==> src/rtl/uart_tx.sv <==
// ============================================================================
// Module   : uart_tx
// Brief    : 8N1 UART transmitter fed by a push-on-rising-edge byte queue.
//            Define UART_TX_FIFO_EN for a 4-entry FIFO; otherwise a single
//            holding register is used.
// Revision : 1.0 - initial release
// ============================================================================
`default_nettype none

module uart_tx #(
  parameter logic [15:0] CLKS_PER_BIT = 16'd868,
  parameter logic [3:0]  DATA_BITS    = 4'd8
) (
  input  logic       CLK,
  input  logic       RST,
  input  logic       uart_te,
  input  logic [7:0] uart_txd,
  output logic       tx,
  output logic       busy,
  output logic       overflow
);

  localparam logic [15:0] BAUD_LAST = CLKS_PER_BIT - 16'd1;
  localparam logic [2:0]  BIT_LAST  = 3'(DATA_BITS - 4'd1);

  typedef enum logic [1:0] {
    S_IDLE  = 2'd0,
    S_START = 2'd1,
    S_DATA  = 2'd2,
    S_STOP  = 2'd3
  } state_t;

  state_t      state_q, state_d;
  logic [15:0] baud_q, baud_d;
  logic [2:0]  bit_q, bit_d;
  logic [7:0]  shreg_q, shreg_d;
  logic        tx_q, tx_d;
  logic        te_q;
  logic        overflow_q;

  logic        push_w;
  logic        push_ok_w;
  logic        pop_w;
  logic        baud_end_w;
  logic        q_avail_w;
  logic        q_busy_w;
  logic [7:0]  q_head_w;

  assign push_w     = uart_te & ~te_q;
  assign baud_end_w = (baud_q == BAUD_LAST);

`ifdef UART_TX_FIFO_EN
  logic [7:0] mem_q [4];
  logic [1:0] wr_ptr_q;
  logic [1:0] rd_ptr_q;
  logic [2:0] count_q;

  // A full queue refuses the push even when a pop frees a slot this cycle.
  assign push_ok_w = push_w & (count_q != 3'd4);
  assign q_avail_w = (count_q != 3'd0);
  assign q_busy_w  = (count_q != 3'd0);
  assign q_head_w  = mem_q[rd_ptr_q];

  always_ff @(posedge CLK) begin
    if (RST) begin
      wr_ptr_q <= 2'd0;
      rd_ptr_q <= 2'd0;
      count_q  <= 3'd0;
    end else begin
      if (push_ok_w) begin
        mem_q[wr_ptr_q] <= uart_txd;
        wr_ptr_q        <= wr_ptr_q + 2'd1;
      end
      if (pop_w) begin
        rd_ptr_q <= rd_ptr_q + 2'd1;
      end
      case ({push_ok_w, pop_w})
        2'b10:   count_q <= count_q + 3'd1;
        2'b01:   count_q <= count_q - 3'd1;
        default: count_q <= count_q;
      endcase
    end
  end
`else
  logic [7:0] hold_q;
  logic       full_q;
  logic       pend_q;
  logic       frame_done_w;

  // The single entry stays occupied until its frame has fully left the line,
  // so a push during transmission is dropped rather than queued.
  assign frame_done_w = (state_q == S_STOP) & baud_end_w;
  assign push_ok_w    = push_w & ~full_q;
  assign q_avail_w    = pend_q;
  assign q_busy_w     = full_q;
  assign q_head_w     = hold_q;

  always_ff @(posedge CLK) begin
    if (RST) begin
      hold_q <= 8'd0;
      full_q <= 1'b0;
      pend_q <= 1'b0;
    end else if (push_ok_w) begin
      hold_q <= uart_txd;
      full_q <= 1'b1;
      pend_q <= 1'b1;
    end else begin
      if (pop_w) begin
        pend_q <= 1'b0;
      end
      if (frame_done_w) begin
        full_q <= 1'b0;
      end
    end
  end
`endif

  always_ff @(posedge CLK) begin
    if (RST) begin
      te_q       <= 1'b0;
      overflow_q <= 1'b0;
    end else begin
      te_q       <= uart_te;
      overflow_q <= overflow_q | (push_w & ~push_ok_w);
    end
  end

  always_ff @(posedge CLK) begin
    if (RST) begin
      state_q <= S_IDLE;
      baud_q  <= 16'd0;
      bit_q   <= 3'd0;
      shreg_q <= 8'd0;
      tx_q    <= 1'b1;
    end else begin
      state_q <= state_d;
      baud_q  <= baud_d;
      bit_q   <= bit_d;
      shreg_q <= shreg_d;
      tx_q    <= tx_d;
    end
  end

  // tx_d is derived from the state being entered so the line is registered.
  always_comb begin
    state_d = state_q;
    baud_d  = baud_q;
    bit_d   = bit_q;
    shreg_d = shreg_q;
    tx_d    = tx_q;
    pop_w   = 1'b0;
    unique case (state_q)
      S_IDLE: begin
        tx_d   = 1'b1;
        baud_d = 16'd0;
        bit_d  = 3'd0;
        if (q_avail_w) begin
          pop_w   = 1'b1;
          shreg_d = q_head_w;
          state_d = S_START;
          tx_d    = 1'b0;
        end
      end
      S_START: begin
        if (baud_end_w) begin
          baud_d  = 16'd0;
          state_d = S_DATA;
          tx_d    = shreg_q[0];
        end else begin
          baud_d = baud_q + 16'd1;
        end
      end
      S_DATA: begin
        if (baud_end_w) begin
          baud_d = 16'd0;
          if (bit_q == BIT_LAST) begin
            state_d = S_STOP;
            tx_d    = 1'b1;
          end else begin
            bit_d   = bit_q + 3'd1;
            shreg_d = {1'b0, shreg_q[7:1]};
            tx_d    = shreg_q[1];
          end
        end else begin
          baud_d = baud_q + 16'd1;
        end
      end
      S_STOP: begin
        if (baud_end_w) begin
          baud_d  = 16'd0;
          state_d = S_IDLE;
          tx_d    = 1'b1;
        end else begin
          baud_d = baud_q + 16'd1;
        end
      end
      default: begin
        state_d = S_IDLE;
      end
    endcase
  end

  assign tx       = tx_q;
  assign busy     = (state_q != S_IDLE) | q_busy_w;
  assign overflow = overflow_q;

endmodule

`default_nettype wire

==> config.mk <==
export PLATFORM = sky130hd
export DESIGN_NAME = uart_tx
export DESIGN_NICKNAME = d
export VERILOG_FILES = /design/src/rtl/uart_tx.sv
export SDC_FILE = /design/constraint.sdc
export NUM_CORES = 1
export LEC_CHECK = 0
export CAP_MARGIN = 0
export CORE_MARGIN = 2
export CORE_UTILIZATION = 58
export DETAILED_ROUTE_END_ITERATION = 10
export GPL_TIMING_DRIVEN = 1
export HOLD_SLACK_MARGIN = 0.02
export PLACE_DENSITY = 0.87
export SLEW_MARGIN = 15
export SYNTH_ARGS = -nofsm -noshare
export SYNTH_HDL_FRONTEND = slang
export SYNTH_SLANG_ARGS = --single-unit
==> constraint.sdc <==
create_clock -name CLK -period 2.2 [get_ports CLK]
set_clock_uncertainty 0.05 [all_clocks]
set_input_delay 0.44 -clock CLK [delete_from_list [all_inputs] [get_ports CLK]]
set_output_delay 0.44 -clock CLK [all_outputs]
set_load 0.05 [all_outputs]
==> results.md, run 1 <==
* Synth Instances at 219
* Gp weighted congestion at between 0.7 and 0.8
* CP max FO at 2
* Hold WS at about 0.44 ns
* Mapped Area at between 2000 and 2500 µm²
* Worst Max-Slew Pin Slew at 0.495 ns
* FF+latch count, synth at 42
* Asr flop ratio synth at 0%
* Primary FF master, synth: dfxtp_1
* Kind of critical path: reg2out
* Post-Synth Adder-Cell Area at roughly 4.8%
* Power Dens Cells at about 840 nW/µm²
* Setup Fix Bufs, Post-CTS at 0
* Fmax at 0.496 GHz
* Most numerous cell in the Yosys netlist: dfxtp_1
* Synth unique cells at 46
* Mux cell area share after synthesis at about 13%
* Die Wd at around 64 µm
* XOR/XNOR Fraction of Synth Area at about 4.6%
* Worst hold-check path type: reg2reg
* Fin crit period at 2.01 ns
* Setup TNS at 0 ns
* Top delay family on crit path: buffers and inverters
* Share of the synthesized area in the top cell type at between 40 and 50%
* Ys Warns at 0
* RSZ-0062 raised after global routing: false
* Routed wire length at 3.76 mm
* Synth cell count leaders: 42 x dfxtp_1, 32 x nor2_1, 16 x mux2i_1, 10 x nand3_1, 9 x a21oi_1
* Final worst slack at between 0.15 and 0.2 ns
* DP Cell Count at around 280
* ANT cells at 0
* Final total power at roughly 2 mW
* Post-Synth Simple-Gate Area at 25.6%
* Vias per inst at ~5.5
* VDD IR max at a little under 0.5 mV
* Num CTS Buffers at 5
* Slowest-stage cell, CP: clkdlybuf4s50_1
* ANT nets after route at 0
* Main combinational cell family by area after synthesis: simple AND/OR/NAND/NOR gates
* H-tree depth at 2
* First-pass GRT wire length at about 6.8 mm
* CORE AREA at around 3400 µm²
* DR iter-0 viols at 98
* First-pass detailed-route iteration total at 4
* P_leak at 0.889 nW
* Outcome: finished, final reports clean
* Worst setup EP type: output pin
* Post-synth EDFFs at 0
* Slowest stage delay, CP at between 0.8 and 0.9 ns
* Post-layout instance area at between 2000 and 2500 µm²
* Critical Path AT at around 1.5 ns
* Crit start category: flop
* Placed cell area at about 2300 µm²
* Post-route clock period utilization at around nine tenths
* Root buffer cell: clkbuf_4
* DRC errors left at 0
* Port Buffer Count at 13
* Die Span Y at roughly 64 µm
* CTS tree: built
* Initial antenna violation count at 0
* Average size of a mapped cell at 9.52 µm²
* Largest net degree at the start of global routing at 36
* Cts hold-fix bufs at 0
* Final slew viol count at 0
* Gr usage total at 21.1%
* Vias at about 1500
* Area Overhead vs Synth at 14.9%
* Relative slew slack at about two thirds
* Clock slew at reported path FFs at between 0.1 and 0.15 ns
* Count of max-cap constraint violations at 0
* Post-DP HPWL at between 2 and 3 mm
* Clock sinks at 42
* Wire per inst at 13.3 µm
* Ports at 14
* Non-filler instance count after layout at ~280
* Skew-Pair Late Insertion Delay at 0.36 ns
* Synth Area in Compound Gates at under 10%
* Initial Util at a little over 60%
* Longest Clk Path Bufs at 2
* Worst Path Required at roughly 1.7 ns
* Post-place setup slack at between 0.15 and 0.2 ns
* # rows at 21
* Nets at roughly 260
* Final hold vios at 0
* Cell taking the most area after synthesis: dfxtp_1
* Mapped Nets at between 200 and 250
* Seq/Total Area, Yosys at about two fifths
* Die area at roughly 4000 µm²
* Grt ovf at 0
* CTS resizes at 0
* Worst path bufs/invs at 1
* Fin util at between 70% and 80%
* Crit-path cells: clkdlybuf4s50_1
* Area contributors post-synth: dfxtp_1 40%, mux2i_1 7.7%, nor2_1 5.8%
* # setup viols final at 0
* Share of layout cells above drive strength 1 at between 10% and 20%
* Vias in the first global route at between 1000 and 1500
flip-flops by register name, summed over array words and instances, names as in the netlist:
| name | flops |
|---|---|
| state_q | 2 |
| pend_q | 1 |
| te_q | 1 |
| overflow | 1 |
| bit_q | 3 |
| tx | 1 |
| full_q | 1 |
| shreg_q | 8 |
| baud_q | 16 |
| hold_q | 8 |
power breakdown:
part	internal [mW]	total (mW)	switching, mW
clock network	0.385	0.634	0.249
registers	0.805	0.843	0.0382
logic	0.221	0.530	0.309
cells by family after synthesis:
logic type	Yosys count
AND/OR/NAND/NOR	94
buffers and inverters	15
multiplexers	23
XOR/XNOR	11
adder cells (fa/ha/maj)	8
flip-flops	42
AO/OA/AOI/OAI	26
final cells by class:
class / count / area [µm²]
clock inverter: 2 / 60.1
multi-input combinational: 162 / 1180
fill: 245 / 993
timing repair buffer: 18 / 178
tap: 46 / 57.6
sequential: 42 / 841
clock buffer: 6 / 51.3
inverter: 7 / 26.3
path summary, 6_finish.rpt:
| kind | start | to | slack (ns) | depth (start not counted) |
|---|---|---|---|---|
| max reg2reg | baud_q[0] | shreg_q[2] | 0.19 | 5 |
| min reg2reg | overflow | overflow | 0.44 | 2 |
| min | overflow | overflow | 0.44 | 2 |
| max | tx | tx | 0.19 | 1 |
layout by cell type (no fill, tap or decap), types with 5 or more instances in the layout:
cell type	n
xor2_1	7
nand3_1	10
nand2_1	6
mux2i_1	16
buf_4	5
nor2b_1	8
nor2_1	32
clkdlybuf4s50_1	12
nand2b_1	8
ha_1	8
clkbuf_4	5
nand4_1	5
a21oi_1	9
mux2_4	7
inv_1	7
dfxtp_1	42
layer usage:
layer	routed length (µm)	global-route usage [%]	vias up
li1	-	-	806
met1	1840	27.4	714
met2	1740	33.6	19
met3	112	5.28	5
met4	63	8.15	0
met5	0	0	-
No activity file was read; power rests on OpenSTA's default activity.
==> inputs of run 2 (changes only) <==
--- a/config.mk
+++ b/config.mk
@@ -5,13 +5,14 @@
 export SDC_FILE = /design/constraint.sdc
 export NUM_CORES = 1
 export LEC_CHECK = 0
+export ABC_AREA = 1
 export CAP_MARGIN = 0
 export CORE_MARGIN = 2
-export CORE_UTILIZATION = 58
+export CORE_UTILIZATION = 31
 export DETAILED_ROUTE_END_ITERATION = 10
 export GPL_TIMING_DRIVEN = 1
 export HOLD_SLACK_MARGIN = 0.02
-export PLACE_DENSITY = 0.87
+export PLACE_DENSITY = 0.55
 export SLEW_MARGIN = 15
 export SYNTH_ARGS = -nofsm -noshare
 export SYNTH_HDL_FRONTEND = slang
==> run 2 against run 1 <==
  * Hold slack worse by 0.033 ns
  * Register-to-register slack better by 0.30 ns
  * Utilization shrank 34 points
  * Worst setup slack improved by 0.046 ns
  * First-iteration DRC count fell by 33%
  * Final area is 3.3% higher
  * Critical path type unchanged
  * Critical endpoint unchanged
==> results.md, run 2 <==
* Reg with most FFs: baud_q
* Relative slew slack at 66.9% (about the same)
* # fillers at 734 (+200%)
* Die area at 7710 µm² (+88%)
* First-pass detailed-route iteration total at 4 (unchanged)
* Outcome: finished, final reports clean
* Die Span Y at 87.8 µm (+37%)
* Worst setup EP type: output pin
* Area contributors post-synth: dfxtp_1 39%, nand2_1 7.8%, a21oi_1 7.1%
* Kind of critical path: reg2out
* Clock slew at reported path FFs at 0.08 ns (-0.04 ns)
* Seq/Total Area, Yosys at 38.6% (-1.7 points)
* H-tree depth at 2 (unchanged)
* Crit-path cells: clkdlybuf4s50_1
* Slowest-stage cell, CP: clkdlybuf4s50_1
* Cell taking the most area after synthesis: dfxtp_1
* Worst path bufs/invs at 1 (unchanged)
* Power Dens Cells at 958 nW/µm² (+14%)
* Longest Clk Path Bufs at 2 (unchanged)
* CTS tree: built
* Max reg flops at 16 (unchanged)
* Primary FF master, synth: dfxtp_1
* CTS resizes at 0 (unchanged)
* Gp weighted congestion at 0.818 (+2.4%)
* Vias per inst at 4.39 (-20%)
* Post-synth EDFFs at 0 (unchanged)
* # setup viols final at 0 (unchanged)
* Fmax at 0.508 GHz (+2.3%)
* Commonest non-fill, non-tap cell in the layout: nand2_1
* Initial antenna violation count at 0 (unchanged)
* Synth Instances at 290 (+32%)
* Top delay family on crit path: buffers and inverters
* Post-DP HPWL at 3.17 mm (+17%)
* Hold WS at 0.408 ns (-0.0330 ns)
* Final hold vios at 0 (unchanged)
* # rows at 30 (+43%)
* Share of the synthesized area in the top cell type at 38.6% (-1.7 points)
* Mapped Nets at 309 (+30%)
* Cts hold-fix bufs at 0 (unchanged)
* Post-layout instance area at 2470 µm² (+3.3%)
* Fin crit period at 1.97 ns (-0.0457 ns)
* DP Cell Count at 394 (+43%)
* Initial Util at 32.0% (-29 points)
* Ports at 14 (unchanged)
* Grt ovf at 0 (unchanged)
* Ys Warns at 0 (unchanged)
* ANT nets after route at 0 (unchanged)
* First-pass GRT wire length at 7.46 mm (+10%)
* ANT cells at 0 (unchanged)
* Gr usage total at 12.2% (-8.9 points)
* Skew-Pair Late Insertion Delay at 0.29 ns (-0.07 ns)
* RSZ-0062 raised after global routing: false
* Num CTS Buffers at 5 (unchanged)
* CORE AREA at 6790 µm² (+100%)
* Port Buffer Count at 13 (unchanged)
* Placed cell area at 2380 µm² (+4.3%)
* FF+latch count, synth at 42 (unchanged)
* Vias at 1765 (+14%)
* Count of max-cap constraint violations at 0 (unchanged)
* CP max FO at 2 (unchanged)
* Setup TNS at 0 ns (unchanged)
* Vias in the first global route at 1679 (+14%)
* Largest net degree at the start of global routing at 19 (-47%)
* Mapped Area at 2180 µm² (+4.4%)
* Final slew viol count at 0 (unchanged)
* P_leak at 0.933 nW (+4.9%)
* Crit start category: flop
* Most numerous cell in the Yosys netlist: nand2_1
* Area Overhead vs Synth at 13.7%
* Die Wd at 87.8 µm (+37%)
* Critical Path AT at 1.48 ns (-0.04 ns)
* Routed wire length at 4.27 mm (+14%)
* Post-route clock period utilization at 89.5% (-2.1 points)
* Share of layout cells above drive strength 1 at 17.3% (+3.8 points)
* Wire per inst at 10.6 µm (-20%)
* Clock sinks at 42 (unchanged)
* Worst Max-Slew Pin Slew at 0.495 ns (+0.000169 ns)
* Commonest cells after routing, fill and taps aside: 45 x nand2_1, 42 x dfxtp_1, 40 x nor2_1
* Largest regs: baud_q x16, hold_q x8, shreg_q x8
* Fin util at 36.4% (-34 points)
* DR iter-0 viols at 66 (-33%)
* Synth cell count leaders: 45 x nand2_1, 42 x dfxtp_1, 40 x nor2_1, 31 x a21oi_1, 25 x inv_1
* Non-filler instance count after layout at 402 (+42%)
* Synth unique cells at 35 (-24%)
* Root buffer cell: clkbuf_8
* Asr flop ratio synth at 0% (unchanged)
* Worst Path Required at 1.71 ns (about the same)
* Worst hold-check path type: reg2reg
* Nets at 324 (+27%)
* Setup Fix Bufs, Post-CTS at 0 (unchanged)
* Average size of a mapped cell at 7.51 µm² (-21%)
* DRC errors left at 0 (unchanged)
* Slowest stage delay, CP at 0.82 ns (about the same)
* VDD IR max at 0.400 mV (-18%)
run 2: cell types whose count changed after synthesis, sizes merged, moves of 4 or more:
cell	delta
nor2b	-8
mux2i	-16
nor2	+21
inv	+25
and3	-5
o21ai	+7
nand2b	-8
a21oi	+29
xor2	-6
or3	-4
nand3	+16
nand2	+45
mux2	-7
run 2: through the flow:
step	power, mW	worst slack (ns)
after detailed placement	1.88	0.272
final	2.37	0.231
after floorplan	1.77	0.659
after CTS	2.41	0.206
after global placement	1.87	0.322
after global routing	2.56	0.188
run 2: final cells by class:
type | count | area (µm²) | area share, %
Clock inverter | 1 | 5.00 | 0.202
Clock buffer | 7 | 86.3 | 3.49
Tap cell | 96 | 120 | 4.85
Timing Repair Buffer | 17 | 158 | 6.37
Inverter | 34 | 143 | 5.76
Multi-Input combinational cell | 205 | 1120 | 45.3
Sequential cell | 42 | 841 | 34.0
run 2: metal layers:
metal | wire (µm) | GRT usage (%)
met1 | 2140 | 15.6
met4 | 76 | 4.62
met2 | 1960 | 20.0
met3 | 89 | 2.54
met5 | 0 | 0
run 2: final timing paths:
kind / start / to / slack (ns) / cells past startpoint
setup reg to reg: state_q[0] / shreg_q[4] / 0.49 / 9
hold / removal: baud_q[0] / baud_q[0] / 0.41 / 1
hold reg to reg: baud_q[0] / baud_q[0] / 0.41 / 1
setup / recovery: tx / tx / 0.23 / 1
run 2: kinds of logic (layout without fill, tap and decap cells):
kind of cell,count (synthesis),in the layout,synth area share [%]
AOI/OAI and AO/OA,51,51,13.2
buffers and inverters,43,59,9.83
xor gates and xnor gates,5,5,2.01
and+or+nand+nor,141,141,31.7
DFF,42,42,38.6
adders and majority gates,8,8,4.60
run 2: power by group:
group | internal, mW | leakage [nW] | switching [mW]
clock | 0.253 | 0.0482 | 0.258
sequential | 0.882 | 0.343 | 0.0909
combinational | 0.325 | 0.542 | 0.559
==> inputs of run 3 (changes only) <==
==> constraint.sdc (replaced) <==
create_clock -name CLK -period 2.3 [get_ports CLK]
set_clock_uncertainty 0.05 [all_clocks]
set_input_delay 0.46 -clock CLK [delete_from_list [all_inputs] [get_ports CLK]]
set_output_delay 0.46 -clock CLK [all_outputs]
set_load 0.05 [all_outputs]
==> run 3 against run 2 <==
  * Non-clock buffer count unchanged
  * Flip-flop and latch count is the same
  * Final area rose by 1.9%
  * Count of clock-buffer cells in the layout fell by 2
  * Total power up 5.0%
  * Worst setup slack improved by 0.087 ns
  * Via count increased by 0.45%
  * Critical path type unchanged
  * Wire length rose by 0.23%
  * Critical path depth stayed put
  * Hold slack lost 0.0030 ns
  * Utilization grew 0.68 points
==> results.md, run 3 (synthesis results as in run 2) <==
* Outcome: finished, final reports clean
* Die Span Y at 87.8 µm (unchanged)
* Final total power at 2.49 mW (+5.0%)
* Crit Reg-Reg Startpoint: state_q[0]
* ANT nets after route at 0 (unchanged)
* Max reg flops at 16 (unchanged)
* P_leak at 0.953 nW (+2.2%)
* Post-route clock period utilization at a little under nine tenths
* CTS tree: built
* Routed wire length at 4.28 mm (+0.23%)
* DRC errors left at 0 (unchanged)
* Die area at 7710 µm² (unchanged)
* Nets at 324 (unchanged)
* Worst hold-check path type: reg2reg
* Longest Clk Path Bufs at 2 (unchanged)
* Final slew viol count at 0 (unchanged)
* Int Pwr at 1.59 mW (+8.9%)
* Crit start category: flop
* Hold WS at 0.405 ns (-0.00304 ns)
* First-pass GRT wire length at 7.50 mm (+0.56%)
* Count of max-cap constraint violations at 0 (unchanged)
* Initial Util at 32.0% (unchanged)
* Commonest cells after routing, fill and taps aside: 45 x nand2_1, 42 x dfxtp_1, 40 x nor2_1
* Worst path bufs/invs at 1 (unchanged)
* Slowest stage delay, CP at 0.82 ns (about the same)
* Seq pwr share at 37.3% (-3.8 points)
* Crit-path cells: clkdlybuf4s50_1
* # setup viols final at 0 (unchanged)
* CTS resizes at 0 (unchanged)
* Final hold vios at 0 (unchanged)
* Vias at 1773 (+0.45%)
* Largest regs: baud_q x16, hold_q x8, shreg_q x8
* Vias in the first global route at 1690 (+0.66%)
* Largest net degree at the start of global routing at 19 (unchanged)
* Worst Path Required at 1.79 ns (+0.08 ns)
* H-tree depth at 2 (unchanged)
* Slowest-stage cell, CP: clkdlybuf4s50_1
* Final worst slack at 0.318 ns (+0.0871 ns)
* # rows at 30 (unchanged)
* Setup TNS at 0 ns (unchanged)
* Post-place setup slack at 0.380 ns (+0.108 ns)
* CP max FO at 2 (unchanged)
* Kind of critical path: reg2out
* Worst Max-Slew Pin Slew at 0.494 ns (-0.00144 ns)
* Setup Fix Bufs, Post-CTS at 0 (unchanged)
* Clock sinks at 42 (unchanged)
* Skew-Pair Late Insertion Delay at 0.30 ns (about the same)
* Top delay family on crit path: buffers and inverters
* Gr usage total at 12.3% (+0.095 points)
* Cts hold-fix bufs at 0 (unchanged)
* RSZ-0062 raised after global routing: false
* Gate power share at 34.2% (-3.1 points)
* DR iter-0 viols at 71 (+7.6%)
* Gp weighted congestion at 0.821 (+0.34%)
* Die Wd at 87.8 µm (unchanged)
* Wire per inst at 10.7 µm (+0.23%)
* VDD IR max at 0.666 mV (+66%)
* Worst setup EP type: output pin
* Switching Power at 897 µW (-1.2%)
* Fmax at 0.505 GHz
* Vias per inst at 4.41 (+0.45%)
* Grt ovf at 0 (unchanged)
* Clock Power Share at 28.5% (+6.9 points)
* Clock slew at reported path FFs at 0.08 ns (about the same)
* Critical path startpoint: tx
* Relative slew slack at 67.0% (+0.096 points)
* Power Dens Cells at 987 nW/µm² (+3.1%)
* Share of layout cells above drive strength 1 at 17.6% (+0.33 points)
* CORE AREA at 6790 µm² (unchanged)
* Sw Ratio at 36.1% (-2.3 points)
* ANT cells at 0 (unchanged)
* Num CTS Buffers at 5 (unchanged)
* Ports at 14 (unchanged)
* Root buffer cell: clkbuf_8
* Hold Crit Start: overflow
* First-pass detailed-route iteration total at 5 (+1)
* Area Overhead vs Synth at 15.8%
* Post-DP HPWL at 3.14 mm (-1.1%)
* Port Buffer Count at 13 (unchanged)
* Critical Path AT at 1.47 ns (about the same)
* Fin crit period at 1.98 ns
* Commonest non-fill, non-tap cell in the layout: nand2_1
* Reg with most FFs: baud_q
* Initial antenna violation count at 0 (unchanged)
## run 3: changes by cell type in the layout (fill, tap and decap cells not counted)
| cell | before | now |
|---|---|---|
| clkinv_4 | 0 | 1 |
| clkbuf_8 | 6 | 5 |
| clkinv_2 | 1 | 0 |
| bufinv_16 | 0 | 2 |
| clkbuf_1 | 1 | 0 |
## run 3: final timing paths
kind                                    to  slack [ns]  depth (start not counted)
worst max-delay path                    tx        0.32                          1
worst min-delay path              overflow        0.41                          2
worst max register to register  shreg_q[3]        0.56                          9
worst min register to register    overflow        0.41                          2
## run 3: area by class of cell
cell class / instances / area (µm²)
well taps: 96 / 120
clock inverters: 3 / 68.8
repair buffers: 17 / 158
inverters: 34 / 143
multi-input cells: 205 / 1120
fillers: 730 / 4270
clock buffers: 5 / 68.8
flip-flops and latches: 42 / 841
## run 3: layer usage
| layer | global-route usage, % | up-vias | share of wire [%] |
|---|---|---|---|
| li1 | - | 952 | - |
| met1 | 15.8 | 806 | 49 |
| met5 | 0 | - | 0 |
| met2 | 20.5 | 10 | 47 |
| met3 | 2.54 | 5 | 2.0 |
| met4 | 4.20 | 0 | 1.4 |
## run 3: power by group through the flow
stage / registers, mW / logic [mW] / clock network, mW
after CTS: 0.928 / 0.861 / 0.725
final: 0.928 / 0.851 / 0.710
after global routing: 0.945 / 0.957 / 0.749
after floorplan: 0.947 / 0.748 / 0
after detailed placement: 0.945 / 0.857 / 0
after global placement: 0.942 / 0.843 / 0
## run 3: through the flow
stage | instance area (µm²) | utilization, % | cells
final | 2520 | 37.1 | 402
after global routing | 2520 | 37.1 | 402
after floorplan | 2180 | - | 290
after CTS | 2520 | 37.1 | 402
after detailed placement | 2380 | 35.1 | 394
after global placement | 2380 | 35.1 | 394
